==> src/rtl/stage_id_fetch_queue.sv <==
// Fetch-to-decode instruction queue: DEPTH-entry FIFO of {inst, pc, fault} with
// MIPS branch pre-decode, branch/delay-slot pairing hold, and delay-slot/EPC tracking.
module stage_id_fetch_queue #(
    parameter int DEPTH  = 4,
    parameter int PC_W   = 32,
    parameter int INST_W = 32
) (
    input  logic                       clk,
    input  logic                       rst,
    input  logic                       flush,
    input  logic                       in_valid,
    output logic                       in_ready,
    input  logic [INST_W-1:0]          in_inst,
    input  logic [PC_W-1:0]            in_pc,
    input  logic                       in_fault,
    output logic                       out_valid,
    input  logic                       out_ready,
    output logic [INST_W-1:0]          out_inst,
    output logic [PC_W-1:0]            out_pc,
    output logic                       out_fault,
    output logic                       out_bd,
    output logic [PC_W-1:0]            out_epc,
    output logic [$clog2(DEPTH+1)-1:0] count
);

    localparam int AW = $clog2(DEPTH);
    localparam int CW = $clog2(DEPTH+1);

    logic [INST_W-1:0] mem_inst  [DEPTH];
    logic [PC_W-1:0]   mem_pc    [DEPTH];
    logic              mem_fault [DEPTH];

    logic [AW-1:0]     rd_ptr;
    logic [AW-1:0]     wr_ptr;
    logic              last_was_branch;
    logic [PC_W-1:0]   last_branch_pc;

    logic              push;
    logic              pop;
    logic              head_is_branch;
    logic              head_fault;
    logic              pair_hold;

    function automatic logic is_branch(input logic [5:0] op, input logic [5:0] fn);
        logic br;
        br = 1'b0;
        case (op)
            6'b000001, 6'b000010, 6'b000011,
            6'b000100, 6'b000101, 6'b000110, 6'b000111,
            6'b010100, 6'b010101, 6'b010110, 6'b010111: br = 1'b1;
            6'b000000: br = (fn == 6'b001000) || (fn == 6'b001001);
            default:   br = 1'b0;
        endcase
        return br;
    endfunction

    assign head_is_branch = is_branch(mem_inst[rd_ptr][31:26], mem_inst[rd_ptr][5:0]);
    assign head_fault     = mem_fault[rd_ptr];

    // A lone non-faulting branch waits for its delay slot, unless it is itself a slot.
    assign pair_hold = head_is_branch & ~head_fault & (count == CW'(1)) & ~last_was_branch;

    assign in_ready  = (count < CW'(DEPTH));
    assign out_valid = (count != '0) & ~pair_hold;
    assign push      = in_valid & in_ready & ~flush;
    assign pop       = out_valid & out_ready & ~flush;

    always_comb begin
        out_inst  = '0;
        out_pc    = '0;
        out_fault = 1'b0;
        if (out_valid) begin
            out_inst  = mem_inst[rd_ptr];
            out_pc    = mem_pc[rd_ptr];
            out_fault = head_fault;
        end
    end

    assign out_bd  = last_was_branch & out_valid;
    assign out_epc = out_bd ? last_branch_pc : out_pc;

    // Payload storage carries no reset; validity is tracked by count.
    always_ff @(posedge clk) begin
        if (push) begin
            mem_inst[wr_ptr]  <= in_inst;
            mem_pc[wr_ptr]    <= in_pc;
            mem_fault[wr_ptr] <= in_fault;
        end
    end

    always_ff @(posedge clk or posedge rst) begin
        if (rst) begin
            rd_ptr          <= '0;
            wr_ptr          <= '0;
            count           <= '0;
            last_was_branch <= 1'b0;
            last_branch_pc  <= '0;
        end else if (flush) begin
            rd_ptr          <= '0;
            wr_ptr          <= '0;
            count           <= '0;
            last_was_branch <= 1'b0;
        end else begin
            if (push)
                wr_ptr <= wr_ptr + AW'(1);
            if (pop) begin
                rd_ptr          <= rd_ptr + AW'(1);
                last_was_branch <= head_is_branch & ~head_fault & ~last_was_branch;
                last_branch_pc  <= out_pc;
            end
            case ({push, pop})
                2'b10:   count <= count + CW'(1);
                2'b01:   count <= count - CW'(1);
                default: count <= count;
            endcase
        end
    end

endmodule
==> config.mk <==
export PLATFORM = sky130hd
export DESIGN_NAME = stage_id_fetch_queue
export DESIGN_NICKNAME = d
export VERILOG_FILES = /design/src/rtl/stage_id_fetch_queue.sv
export SDC_FILE = /design/constraint.sdc
export NUM_CORES = 1
export LEC_CHECK = 0
export ABC_AREA = 1
export CAP_MARGIN = 20
export CELL_PAD_IN_SITES_DETAIL_PLACEMENT = 2
export CELL_PAD_IN_SITES_GLOBAL_PLACEMENT = 2
export CORE_ASPECT_RATIO = 1.4
export CORE_MARGIN = 1
export CORE_UTILIZATION = 40
export DETAILED_ROUTE_END_ITERATION = 7
export GPL_TIMING_DRIVEN = 1
export PLACE_DENSITY_LB_ADDON = 0.25
export SETUP_SLACK_MARGIN = 0.1
export SYNTH_ARGS = -nofsm -noshare
export SYNTH_HDL_FRONTEND = slang
export SYNTH_SLANG_ARGS = --single-unit
==> constraint.sdc <==
create_clock -name clk -period 12.3 [get_ports clk]
set_input_delay 3.69 -clock clk [delete_from_list [all_inputs] [get_ports clk]]
set_output_delay 3.69 -clock clk [all_outputs]
set_load 0.02 [all_outputs]
==> results of run 1 <==
==> worst register-to-register path: stages, from the launching register on <==
cell	delay (ns)
dfrtp_4	0.76
buf_4	0.90
or2_0	0.28
nand3_1	0.09
nand2_1	0.09
nand2_1	0.05
o21bai_1	0.19
nand2_1	0.09
nand2_2	0.08
nand3_2	0.07
nand2_2	0.08
nand2_4	0.09
nand3_2	0.08
buf_4	0.52
nand2_1	0.15
nand2_1	0.17
inv_1	0.10
nand2_1	0.07
nand2_1	0.05
==> power groups by stage <==
stage | clock network, mW | logic [mW] | registers [mW]
global route | 1.02 | 1.83 | 1.32
detailed placement | 0 | 1.71 | 1.33
CTS | 0.992 | 1.72 | 1.31
finish | 0.972 | 1.69 | 1.31
global placement | 0 | 1.66 | 1.32
floorplan | 0 | 1.06 | 1.30
==> registers in the layout, summed over array words and instances (netlist names) <==
name / cells
mem_fault: 4
wr_ptr: 2
last_branch_pc: 32
mem_inst: 128
count: 3
rd_ptr: 2
mem_pc: 128
last_was_branch: 1
==> cell usage in the layout (no fill, tap or decap), drive strengths merged <==
cell type	count
bufinv	4
nand3	26
nor2	50
or2	1
nor3	3
a221oi	21
xor2	2
dfrtp	40
ha	8
a21oi	82
edfxtp	260
inv	27
clkinvlp	4
clkdlybuf4s50	172
a32o	34
clkbuf	41
buf	13
nand2	338
a32oi	1
diode	2
nand4	2
o21ai	37
clkinv	9
o21bai	1
==> cell families (layout without fill, tap and decap cells) <==
kind of cell	count (synthesis)	count (layout)	synth area share
AND/OR/NAND/NOR	420	420	0.1424
flip-flops	300	300	0.7063
AO/OA/AOI/OAI	176	176	0.1016
buffers and inverters	90	270	0.04033
adder cells (fa/ha/maj)	8	8	0.008026
XOR/XNOR	2	2	0.001405
other	0	2	0
==> routing by layer <==
metal,part of all wire,vias to the layer above
met5,0,-
met4,0.015,0
met3,0.036,32
met2,0.56,164
met1,0.38,4232
li1,-,3838
==> metrics by stage <==
stage	hold slack [ns]	cells	utilization	setup WS (ns)
floorplan	0.4534	996	-	5.069
global placement	0.4654	1508	0.4694	4.098
detailed placement	0.4765	1508	0.4694	3.907
CTS	0.4938	1566	0.5041	3.281
global route	0.5152	1566	0.5041	3.005
finish	0.4891	1568	0.5043	3.332
==> layout make-up <==
type                    count  area [µm²]
fillers                  2962       15230
flip-flops and latches    300        8812
repair buffers            185        1819
clock inverters            17       202.7
diodes                      2       5.005
well taps                 390       488.0
clock buffers              41       863.3
multi-input cells         606        3191
inverters                  27       107.6
==> path summary, 6_finish.rpt <==
kind                       slack (ns)                           from                        endpoint  depth (start not counted)
min in group asynchronous        3.61                            rst  last_branch_pc[30]$_DFFE_PP0P_                          3
max                              3.33          rd_ptr[0]$_DFFE_PP0P_                     out_epc[23]                         17
min reg2reg                      0.49  last_branch_pc[4]$_DFFE_PP0P_   last_branch_pc[4]$_DFFE_PP0P_                          2
min                              0.49  last_branch_pc[4]$_DFFE_PP0P_   last_branch_pc[4]$_DFFE_PP0P_                          2
max in group asynchronous        8.22                            rst           rd_ptr[0]$_DFFE_PP0P_                          3
max reg2reg                      8.28          rd_ptr[0]$_DFFE_PP0P_            count[2]$_DFFE_PP0P_                         18
==> impl_metrics.toml, run 1 <==
[outcome]
outcome = "finished clean"

[hold_path]
hold_path.class = "reg -> reg"

[sta]
hold_violations = 0
fin_setup_tns_ns = 0
slew_headroom = 0.3195
drv_slew = 0
rsz0062_at_grt = "false"
period_share = 0.7291
fmax_mhz = 111.5
layout_min_cycle_time_ns = 8.968
worstMarginPinSlew_ns = 1.021
setup_violations = 0
skew_ns = 0.01302

[floorplanning]
io_pins = 173
coreArea_mm2 = 0.03071
fp.dieArea_mm2 = 0.03190
start_util = 0.4061
die_h_um = 210.9
rows = 76
die_w_um = 151.2

[power_and_ir_drop]
finalPower_mw = 3.967
p_leak_nw = 5.718
pwr-share-clk = 0.245
power_frac_comb = 0.425
ir_drop_mv = 0.1265
switching_power_mw = 1.505
power_density_mw_per_mm2 = 256.1
internal_power_mw = 2.461
switching_share = 0.3795
p_seq_frac = 0.330

[grt]
met1_usage = 0.2484
grt_usage = 0.2196
top_usage_layer = "met2"
grt.overflow.total = 0
use_met2 = 0.4250
grt_util_met3 = 0.02786
first_global_vias = 9351
grt_pass1_wl_um = 52610
grt_max_degree = 91
antenna_found_initial = 1

[drt]
ant_nets = 0
vias = 8266
dr.pass1.iters = 4
via_per_inst = 5.272
drtIter0Drc = 334
wire_per_inst_um = 21.71
wl_um = 34040
drc = 0

[synth]
netlist_area_mm2 = 0.01247
ys_warn_count = 0
ys_ff_latch = 300
synth_top_area_frac = 0.6260
synthesis.instances = 996
async_reset_ff_frac = 0.1333
syn_avg_cell_area_um2 = 12.52
yosysTopAreaCell = "edfxtp_1"
synth_edf_count = 260
synth_most_common_cell = "nand2_1"
syn_nets = 1074
synth_top_flop_cell = "edfxtp_1"
ys_seq_area_frac = 0.7063
ys_types = 31
yosys-top-cells-count = "nand2_1, edfxtp_1, a21oi_1"
synthTopCellsByArea = "edfxtp_1, nand2_1, dfrtp_1"

[placement]
post_dp_cell_area_mm2 = 0.01442
numPortBuffers = 172
place.gp.congestion = 0.7111
dpl.hpwl_um = 21480

[worst_setup_path]
path_delay_family = "buffers and inverters"
crit_path_frequent_cell = "nand2_1"
path_class = "reg -> out"
cpMaxStageDelayCell = "buf_4"
cp-end-kind = "primary output"
start_kind = "flop"
cp_num_buf_inv = 4
crit_arrival_ns = 5.28
cp_slowest_stage_delay_ns = 0.86
required_ns = 8.61
cp_cell_sequence = "buf_4 -> or2_0 -> nand3_1 -> nand2_1 -> nand2_1 -> o21bai_1 -> nand2_1 -> nand2_2 -> nand3_2 -> nand2_2 -> nand2_4 -> inv_4 -> buf_4 -> nor2_4 -> nand2_1 -> nand2_1 -> clkdlybuf4s50_1"
cp_max_fo = 90

[clock_tree]
insertion_delay_ns = 0.57
clkSinkCount = 300
clock_path_buffers = 3
numCtsBuffers = 31
cts_tree = "yes"
post-cts-setup-buffers = 0
hold_buffers = 0
cts_repair_resize_count = 0
h-tree-depth = 1
cts-root-buf = "clkbuf_16"
cts.reportedPaths.clkPinSlew_ns = 0.06

[finish]
syn2layout_area_growth_pct = 24.19
fin_nets = 1229
drive_above_1_share = 0.1012
finalInstanceArea_mm2 = 0.01549

[job]
drv_cap = 0
Note: power is estimated with default switching activity, not from simulation.
==> inputs of run 2 (changes only) <==
--- a/config.mk
+++ b/config.mk
@@ -11,7 +11,7 @@
 export CELL_PAD_IN_SITES_GLOBAL_PLACEMENT = 2
 export CORE_ASPECT_RATIO = 1.4
 export CORE_MARGIN = 1
-export CORE_UTILIZATION = 40
+export CORE_UTILIZATION = 34
 export DETAILED_ROUTE_END_ITERATION = 7
 export GPL_TIMING_DRIVEN = 1
 export PLACE_DENSITY_LB_ADDON = 0.25
==> constraint.sdc (replaced) <==
create_clock -name clk -period 7.31 [get_ports clk]
set_input_delay 2.193 -clock clk [delete_from_list [all_inputs] [get_ports clk]]
set_output_delay 2.193 -clock clk [all_outputs]
set_load 0.02 [all_outputs]
==> run 2 against run 1 <==
Effect of this change:
- sequential power grew 67%
- critical path type unchanged
- count of clock-buffer cells in the layout grew 5
- die area grew 17%
- final area grew 0.77%
- critical endpoint is now out_epc[8]
==> impl_metrics.toml, run 2 (synthesis gave the netlist of run 1 again) <==
[worst_setup_path]
path_class = "reg -> out"
required_ns = 5.12
cp-end-kind = "primary output"
cp_cell_sequence = "inv_4 -> nand2_1 -> nand3_1 -> nand2_1 -> nand3_1 -> o21bai_1 -> nand2_1 -> nand2_2 -> nand3_2 -> nand2_2 -> nand2_4 -> nand2_1 -> inv_1 -> buf_4 -> nand2_1 -> nand2_1 -> clkdlybuf4s50_1"
cpMaxStageDelayCell = "dfrtp_4"
crit_arrival_ns = 4.32
path_delay_family = "buffers and inverters"
start_kind = "flop"
cp_max_fo = 52
cp_num_buf_inv = 4
crit_path_frequent_cell = "nand2_1"
cp_slowest_stage_delay_ns = 0.64

[job]
drv_cap = 0

[floorplanning]
start_util = 0.3463
rows = 82
coreArea_mm2 = 0.03601
die_w_um = 163.9
fp.dieArea_mm2 = 0.03746
io_pins = 173
die_h_um = 228.6

[clock_tree]
post-cts-setup-buffers = 0
hold_buffers = 0
clkSinkCount = 300
cts.reportedPaths.clkPinSlew_ns = 0.06
cts_repair_resize_count = 0
clock_path_buffers = 3
h-tree-depth = 1
numCtsBuffers = 30
cts_tree = "yes"
insertion_delay_ns = 0.56
cts-root-buf = "clkbuf_16"

[finish]
top_regs = "mem_inst: 128 flops, mem_pc: 128 flops, last_branch_pc: 32 flops"
final_cell_mix = "nand2_1, edfxtp_1, clkdlybuf4s50_1"
layout.cells.most_common = "nand2_1"
syn2layout_area_growth_pct = 25.14
fin_nets = 1231
fillers = 3624
final_util = 0.4334
diodes = 0
finalNonFillerCells = 1639
drive_above_1_share = 0.09516

[grt]
grt_pass1_wl_um = 53290
grt_usage = 0.1879
grt.overflow.total = 0
grt_max_degree = 79
first_global_vias = 9304
antenna_found_initial = 1

[sta]
fin_setup_tns_ns = 0
layout_min_cycle_time_ns = 6.512
period_share = 0.8908
drv_slew = 0
hold_violations = 0
setup_slack_ns = 0.7982
setup_violations = 0
fmax_mhz = 153.6
worstMarginPinSlew_ns = 0.9781
rsz0062_at_grt = "false"
slew_headroom = 0.3464
skew_ns = 0.01011

[drt]
dr.pass1.iters = 4
wl_um = 34170
drtIter0Drc = 287
via_per_inst = 5.006
drc = 0
ant_nets = 0
vias = 8205
wire_per_inst_um = 20.85

[power_and_ir_drop]
p_leak_nw = 5.729
power_density_mw_per_mm2 = 423.7
finalPower_mw = 6.612
ir_drop_mv = 0.1958

[placement]
place.gp.congestion = 0.7197
numPortBuffers = 172
dp.cells = 1582
pre_cts_ws_ns = 1.270
dpl.hpwl_um = 21510

[outcome]
outcome = "finished clean"

[hold_path]
hold_path.class = "reg -> reg"
## run 2: changes by cell type in the layout (fill, tap and decap cells not counted), sizes merged
cell / change
clkbuf: +5
clkinvlp: -4
buf: +3
bufinv: -2
diode: -2
clkinv: -1
## run 2: worst min-delay path: cells and delay by family (launching register included)
family	cells	cell delay, ns
flops	1	0.34
compound gates	1	0.06
simple gates	1	0.05
## run 2: layout make-up
| class | instances | area, µm² | area share |
|---|---|---|---|
| Clock buffer | 46 | 904.6 | 0.05796 |
| Clock inverter | 10 | 96.34 | 0.006173 |
| Inverter | 27 | 108.9 | 0.006974 |
| Multi-Input combinational cell | 606 | 3191 | 0.2044 |
| Sequential cell | 300 | 8812 | 0.5646 |
| Tap cell | 462 | 578.1 | 0.03704 |
| Timing Repair Buffer | 188 | 1917 | 0.1228 |
## run 2: where the power goes
group	leakage [nW]	switching, mW	total, mW	internal, mW
Sequential	2.87	0.109	2.19	2.08
Combinational	2.37	1.76	2.87	1.11
Clock	0.493	0.635	1.55	0.919
## run 2: routing by layer
metal | track usage | routed length (µm)
met1 | 0.2096 | 13310
met2 | 0.3671 | 19270
met3 | 0.02087 | 945
met4 | 0.05064 | 629
met5 | 0 | 17
## run 2: per-stage QoR
stage	hold WS (ns)	cell area [µm²]
4_1_cts	0.4900	15590
6_report	0.4851	15610
3_5_place_dp	0.4733	14590
5_1_grt	0.5183	15610
3_3_place_gp	0.4662	14590
2_1_floorplan	0.4534	12470
## run 2: final timing paths
| kind | slack [ns] | depth (start not counted) | end | from |
|---|---|---|---|---|
| setup / recovery | 0.80 | 17 | out_epc[8] | rd_ptr[0]$_DFFE_PP0P_ |
| hold / removal | 0.49 | 2 | last_branch_pc[3]$_DFFE_PP0P_ | last_branch_pc[3]$_DFFE_PP0P_ |
| hold reg to reg | 0.49 | 2 | last_branch_pc[3]$_DFFE_PP0P_ | last_branch_pc[3]$_DFFE_PP0P_ |
| max in group asynchronous | 4.67 | 3 | rd_ptr[0]$_DFFE_PP0P_ | rst |
| setup reg to reg | 3.88 | 18 | count[0]$_DFFE_PP0P_ | rd_ptr[0]$_DFFE_PP0P_ |
| min in group asynchronous | 2.14 | 3 | last_branch_pc[28]$_DFFE_PP0P_ | rst |
==> inputs of run 3 (changes only) <==
--- a/config.mk
+++ b/config.mk
@@ -12,6 +12,7 @@
 export CORE_ASPECT_RATIO = 1.4
 export CORE_MARGIN = 1
 export CORE_UTILIZATION = 34
+export CTS_BUF_LIST = sky130_fd_sc_hd__clkbuf_16
 export DETAILED_ROUTE_END_ITERATION = 7
 export GPL_TIMING_DRIVEN = 1
 export PLACE_DENSITY_LB_ADDON = 0.25
==> run 3 against run 2 <==
Effect of this change:
- largest power group unchanged
- non-clock buffer count unchanged
- maximum frequency is 0.64% lower
- sequential power barely moved
- highest routed layer unchanged
- critical endpoint unchanged
- core utilization fell by 0.076 points
- clock power fell by 3%
- clock skew about the same
- register-to-register slack barely moved
- cell count about the same
==> impl_metrics.toml, run 3 (synthesis gave the netlist of run 1 again) <==
[sta]
fin_setup_tns_ns = 0
worstMarginPinSlew_ns = 0.9826
setup_violations = 0
drv_slew = 0
skew_ns = 0.01023
hold_violations = 0
slew_headroom = 0.3434
rsz0062_at_grt = "false"
hold_ws_ns = 0.4851
layout_min_cycle_time_ns = 6.553
fmax_mhz = 152.6
period_share = 0.8965

[worst_setup_path]
rr_startpoint = "rd_ptr[0]$_DFFE_PP0P_"
path_class = "reg -> out"
rr_endpoint = "count[0]$_DFFE_PP0P_"
crit_start = "rd_ptr[0]$_DFFE_PP0P_"
start_kind = "flop"
reg2reg_slack_ns = 3.88
cp_max_fo = 52
crit_arrival_ns = 4.36
ff2ff_path_depth = 18
cp-end-kind = "primary output"
critPathCapture = "out_epc[8]"
required_ns = 5.12

[grt]
first_global_vias = 9291
grt.overflow.total = 0
antenna_found_initial = 1
grt_max_degree = 79
grt_usage = 0.1878
grt_pass1_wl_um = 53280

[placement]
numPortBuffers = 172
dpl.hpwl_um = 21510
place.gp.congestion = 0.7197
post_dp_cell_area_mm2 = 0.01459
dp.cells = 1582

[floorplanning]
die_w_um = 163.9
coreArea_mm2 = 0.03601
io_pins = 173
fp.dieArea_mm2 = 0.03746
die_h_um = 228.6
rows = 82
start_util = 0.3463

[clock_tree]
cts_tree = "yes"
post-cts-setup-buffers = 0
cts.reportedPaths.clkPinSlew_ns = 0.06
insertion_delay_ns = 0.56
h-tree-depth = 1
hold_buffers = 0
clkSinkCount = 300
numCtsBuffers = 30
cts-root-buf = "clkbuf_16"
cts_repair_resize_count = 0
clock_path_buffers = 3

[power_and_ir_drop]
p_leak_nw = 5.754
power_frac_comb = 0.437
internal_power_mw = 4.064
p_seq_frac = 0.333
switching_power_mw = 2.505
pwr-share-clk = 0.230
finalPower_mw = 6.569
power_density_mw_per_mm2 = 421.6
ir_drop_mv = 0.1962
switching_share = 0.3813

[finish]
fillers = 3620
final_cell_mix = "nand2_1, edfxtp_1, clkdlybuf4s50_1"
drive_above_1_share = 0.09261
fin_nets = 1231
finalInstanceArea_mm2 = 0.01558
finalNonFillerCells = 1640
layout.cells.most_common = "nand2_1"
syn2layout_area_growth_pct = 24.92
top_regs = "mem_inst: 128 flops, mem_pc: 128 flops, last_branch_pc: 32 flops"

[drt]
drtIter0Drc = 297
wl_um = 34190
dr.pass1.iters = 4
via_per_inst = 5.009
ant_nets = 0
wire_per_inst_um = 20.85
drc = 0
vias = 8214

[job]
drv_cap = 0

[outcome]
outcome = "finished clean"

[hold_path]
hold_path.class = "reg -> reg"
==> run 3: stage by stage <==
stage,setup WS [ns],utilization
6_report,0.7565,0.4326
5_1_grt,0.4123,0.4326
4_1_cts,0.6130,0.4320
3_5_place_dp,1.270,0.4050
3_3_place_gp,1.398,0.4050
2_1_floorplan,1.576,-
==> run 3: layout make-up <==
class                      instances  area [µm²]  share of cell area
inverter                          27       108.9            0.006987
sequential                       300        8812              0.5656
clock buffer                      33       825.8             0.05300
timing repair buffer             188        1917              0.1230
tap                              462       578.1             0.03710
antenna                            1       2.502           0.0001606
multi-input combinational        606        3191              0.2048
clock inverter                    23       145.1            0.009316
==> run 3: routing by layer <==
metal / global-route usage / wire length [µm] / vias up
met3: 0.02087 / 1027 / 41
met4: 0.05179 / 651 / 2
met5: 0 / 17 / -
li1: - / - / 3851
met2: 0.3663 / 19190 / 153
met1: 0.2096 / 13300 / 4167
==> run 3: power groups by stage <==
stage	sequential [mW]	clock, mW	combinational, mW
global placement	2.21	0	2.85
detailed placement	2.23	0	2.92
CTS	2.19	1.56	2.94
global route	2.21	1.61	3.11
floorplan	2.19	0	1.78
finish	2.19	1.51	2.87
==> run 3: worst min path at each step <==
stage,slack [ns],startpoint,to,depth (start not counted)
after floorplan,0.45,last_branch_pc[0]$_DFFE_PP0P_,last_branch_pc[0]$_DFFE_PP0P_,2
after global placement,0.47,last_branch_pc[21]$_DFFE_PP0P_,last_branch_pc[21]$_DFFE_PP0P_,2
after detailed placement,0.47,last_branch_pc[26]$_DFFE_PP0P_,last_branch_pc[26]$_DFFE_PP0P_,2
after CTS,0.49,last_branch_pc[26]$_DFFE_PP0P_,last_branch_pc[26]$_DFFE_PP0P_,2
after global routing,0.52,last_branch_pc[3]$_DFFE_PP0P_,last_branch_pc[3]$_DFFE_PP0P_,2
final,0.49,last_branch_pc[3]$_DFFE_PP0P_,last_branch_pc[3]$_DFFE_PP0P_,2
==> run 3: critical path: stages, from the launching register on <==
cell	delay (ns)
dfrtp_4	0.64
inv_4	0.48
nand2_1	0.16
nand3_1	0.11
nand2_1	0.10
nand3_1	0.11
o21bai_1	0.08
nand2_1	0.08
nand2_2	0.06
nand3_2	0.06
nand2_2	0.07
nand2_4	0.12
nand2_1	0.08
inv_1	0.59
buf_4	0.31
nand2_1	0.07
nand2_1	0.07
clkdlybuf4s50_1	0.60
==> patch: new RTL, config.mk and constraints of run 3 <==
Change the parameter `DEPTH` from 4 to 2.
--- a/src/rtl/stage_id_fetch_queue.sv
+++ b/src/rtl/stage_id_fetch_queue.sv
@@ -3,3 +3,3 @@
 module stage_id_fetch_queue #(
-    parameter int DEPTH  = 4,
+    parameter int DEPTH  = 2,
     parameter int PC_W   = 32,
Interface: changed (resized count); port bits go from 173 to 172. No check against the original RTL was run, so the function may have changed too.
==> patch against run 3 <==
- core utilization rose by 4.2 points
- clock skew fell by 0.0030 ns
- die area fell by 44%
- count of clock-buffer cells in the layout fell by 16
- routed wire length fell by 42%
- setup slack improved by 0.36 ns
- cell area fell by 39%
- sequential cell count fell by 133
- area after synthesis fell by 44%
- sequential share of layout area fell by 5.7 points
- via count fell by 38%
- power fell by 62%
- critical endpoint is now out_epc[17]
- highest routed layer unchanged
==> patch: results (changes against run 3) <==
{| class="wikitable"
! Metric !! Value
|-
| Global Route Usage Sum || 0.2017 (+0.01388)
|-
| Biggest fanout along the worst timing path || 65 (+25%)
|-
| Number of DRC violations after detailed-routing iteration 0 || 177 (-40%)
|-
| Met1 GRT Util || 0.2115 (+0.001935)
|-
| FFs w/ async S/R, synth || 0.2216 (+0.08822)
|-
| CTS H-Tree Depth || 4 (+3)
|-
| Placed cell count || 1008 (-36%)
|-
| Fin Clk Skew || 0.007209 ns (-0.003017 ns)
|-
| Status || completed
|-
| Wire length of the first global-routing pass || 31550 um (-41%)
|-
| Largest net degree at the start of global routing || 66 (-16%)
|-
| Filler cell count || 2037 (-44%)
|-
| Post-Syn Nets || 683 (-36%)
|-
| Leading post-synthesis cells by cell area || edfxtp_1 56%, dfrtp_1 13%, nand2_1 11%
|-
| Multi-input logic area || 0.001774 mm^2 (-44%)
|-
| Routed length per placed instance || 19.18 um (-8.0%)
|-
| Number of flops mapped to enable cells by yosys || 130 (-50%)
|-
| Detailed-router iteration count before antenna repair || 6 (+2)
|-
| Distinct cells, synth || 29 (-6.5%)
|-
| Area after detailed placement || 0.008853 mm^2 (-39%)
|-
| Fraction of layout instances using a drive strength above 1 || 0.07351 (-0.01910)
|-
| Headroom to the max-slew limit || 0.3958 (+0.05239)
|-
| Hold Startpoint || last_branch_pc[19]
|-
| Sequential-to-total area share from yosys stat || 0.6927 (-0.01351)
|-
| Data arrival, critical path || 4.00 ns (-0.36 ns)
|-
| Maximum buffer depth of the clock tree || 2 (-1)
|-
| Peak ir drop on the vdd network || 0.1463 mV (-25%)
|-
| Most frequent cells after synthesis || 201 x nand2_1, 130 x edfxtp_1, 52 x a21oi_1
|-
| Via/cell ratio || 4.903 (-2.1%)
|-
| IO Port Bufs || 171 (-0.58%)
|-
| Half-perimeter wire length after detailed placement || 13140 um (-39%)
|-
| Placer congestion estimate || 0.7570 (+5.2%)
|-
| Cell count after synthesis || 611 (-39%)
|-
| Net total in the final layout || 848 (-31%)
|-
| Source of the worst register-to-register timing path || rd_ptr
|-
| Top Registers || mem_inst x64, mem_pc x64, last_branch_pc x32
|-
| Met3 track demand over resource || 0.05371 (+0.03285)
|-
| Number of global-route vias before repair || 5928 (-36%)
|-
| Num CTS Buffers || 17 (-43%)
|-
| Number of antenna violations at the first check in global routing || 2 (+1)
|-
| Total wire length || 19990 um (-42%)
|-
| Global routing usage on met2 || 0.3842 (+0.01796)
|-
| Latest clock arrival within the worst-skew pair || 0.42 ns (-0.14 ns)
|}
-- patch: cells by family (layout without fill, tap and decap cells) --
family | count (synthesis) | count (layout) | share of synthesized area
and+or+nand+nor | 230 | 230 | 0.1332
DFF | 167 | 167 | 0.6927
AOI/OAI and AO/OA | 130 | 130 | 0.1095
buffers and inverters | 78 | 256 | 0.05492
muxes | 3 | 3 | 0.004845
adders and majority gates | 2 | 2 | 0.003589
xor gates and xnor gates | 1 | 1 | 0.001257
other | 0 | 1 | 0
-- patch: where the power goes --
group	internal, mW	total, mW	leakage [nW]	switching, mW
clock network	0.568	0.932	0.299	0.365
logic	0.160	0.409	1.46	0.249
registers	1.12	1.15	1.67	0.0281
total	1.85	2.49	3.43	0.642
-- patch: layout make-up --
cell class	count	area share
diodes	1	0.0002636
well taps	252	0.03321
flip-flops and latches	167	0.5088
repair buffers	179	0.1887
multi-input cells	366	0.1869
clock buffers	17	0.04481
clock inverters	15	0.01950
inverters	45	0.01779
-- patch: worst paths after layout --
| path | slack [ns] | end | cells past startpoint |
|---|---|---|---|
| max reg2reg | 4.11 | last_branch_pc[16] | 14 |
| min in group asynchronous | 2.30 | last_branch_pc[22] | 2 |
| min reg2reg | 0.52 | last_branch_pc[19] | 2 |
| min | 0.52 | last_branch_pc[19] | 2 |
| max | 1.11 | out_epc[17] | 15 |
| max in group asynchronous | 4.39 | rd_ptr | 2 |
-- patch: layer usage --
| metal | share of wire | routed length, um |
|---|---|---|
| met5 | 0.00090 | 18 |
| met4 | 0.017 | 331 |
| met3 | 0.049 | 984 |
| met2 | 0.55 | 11050 |
| met1 | 0.38 | 7597 |
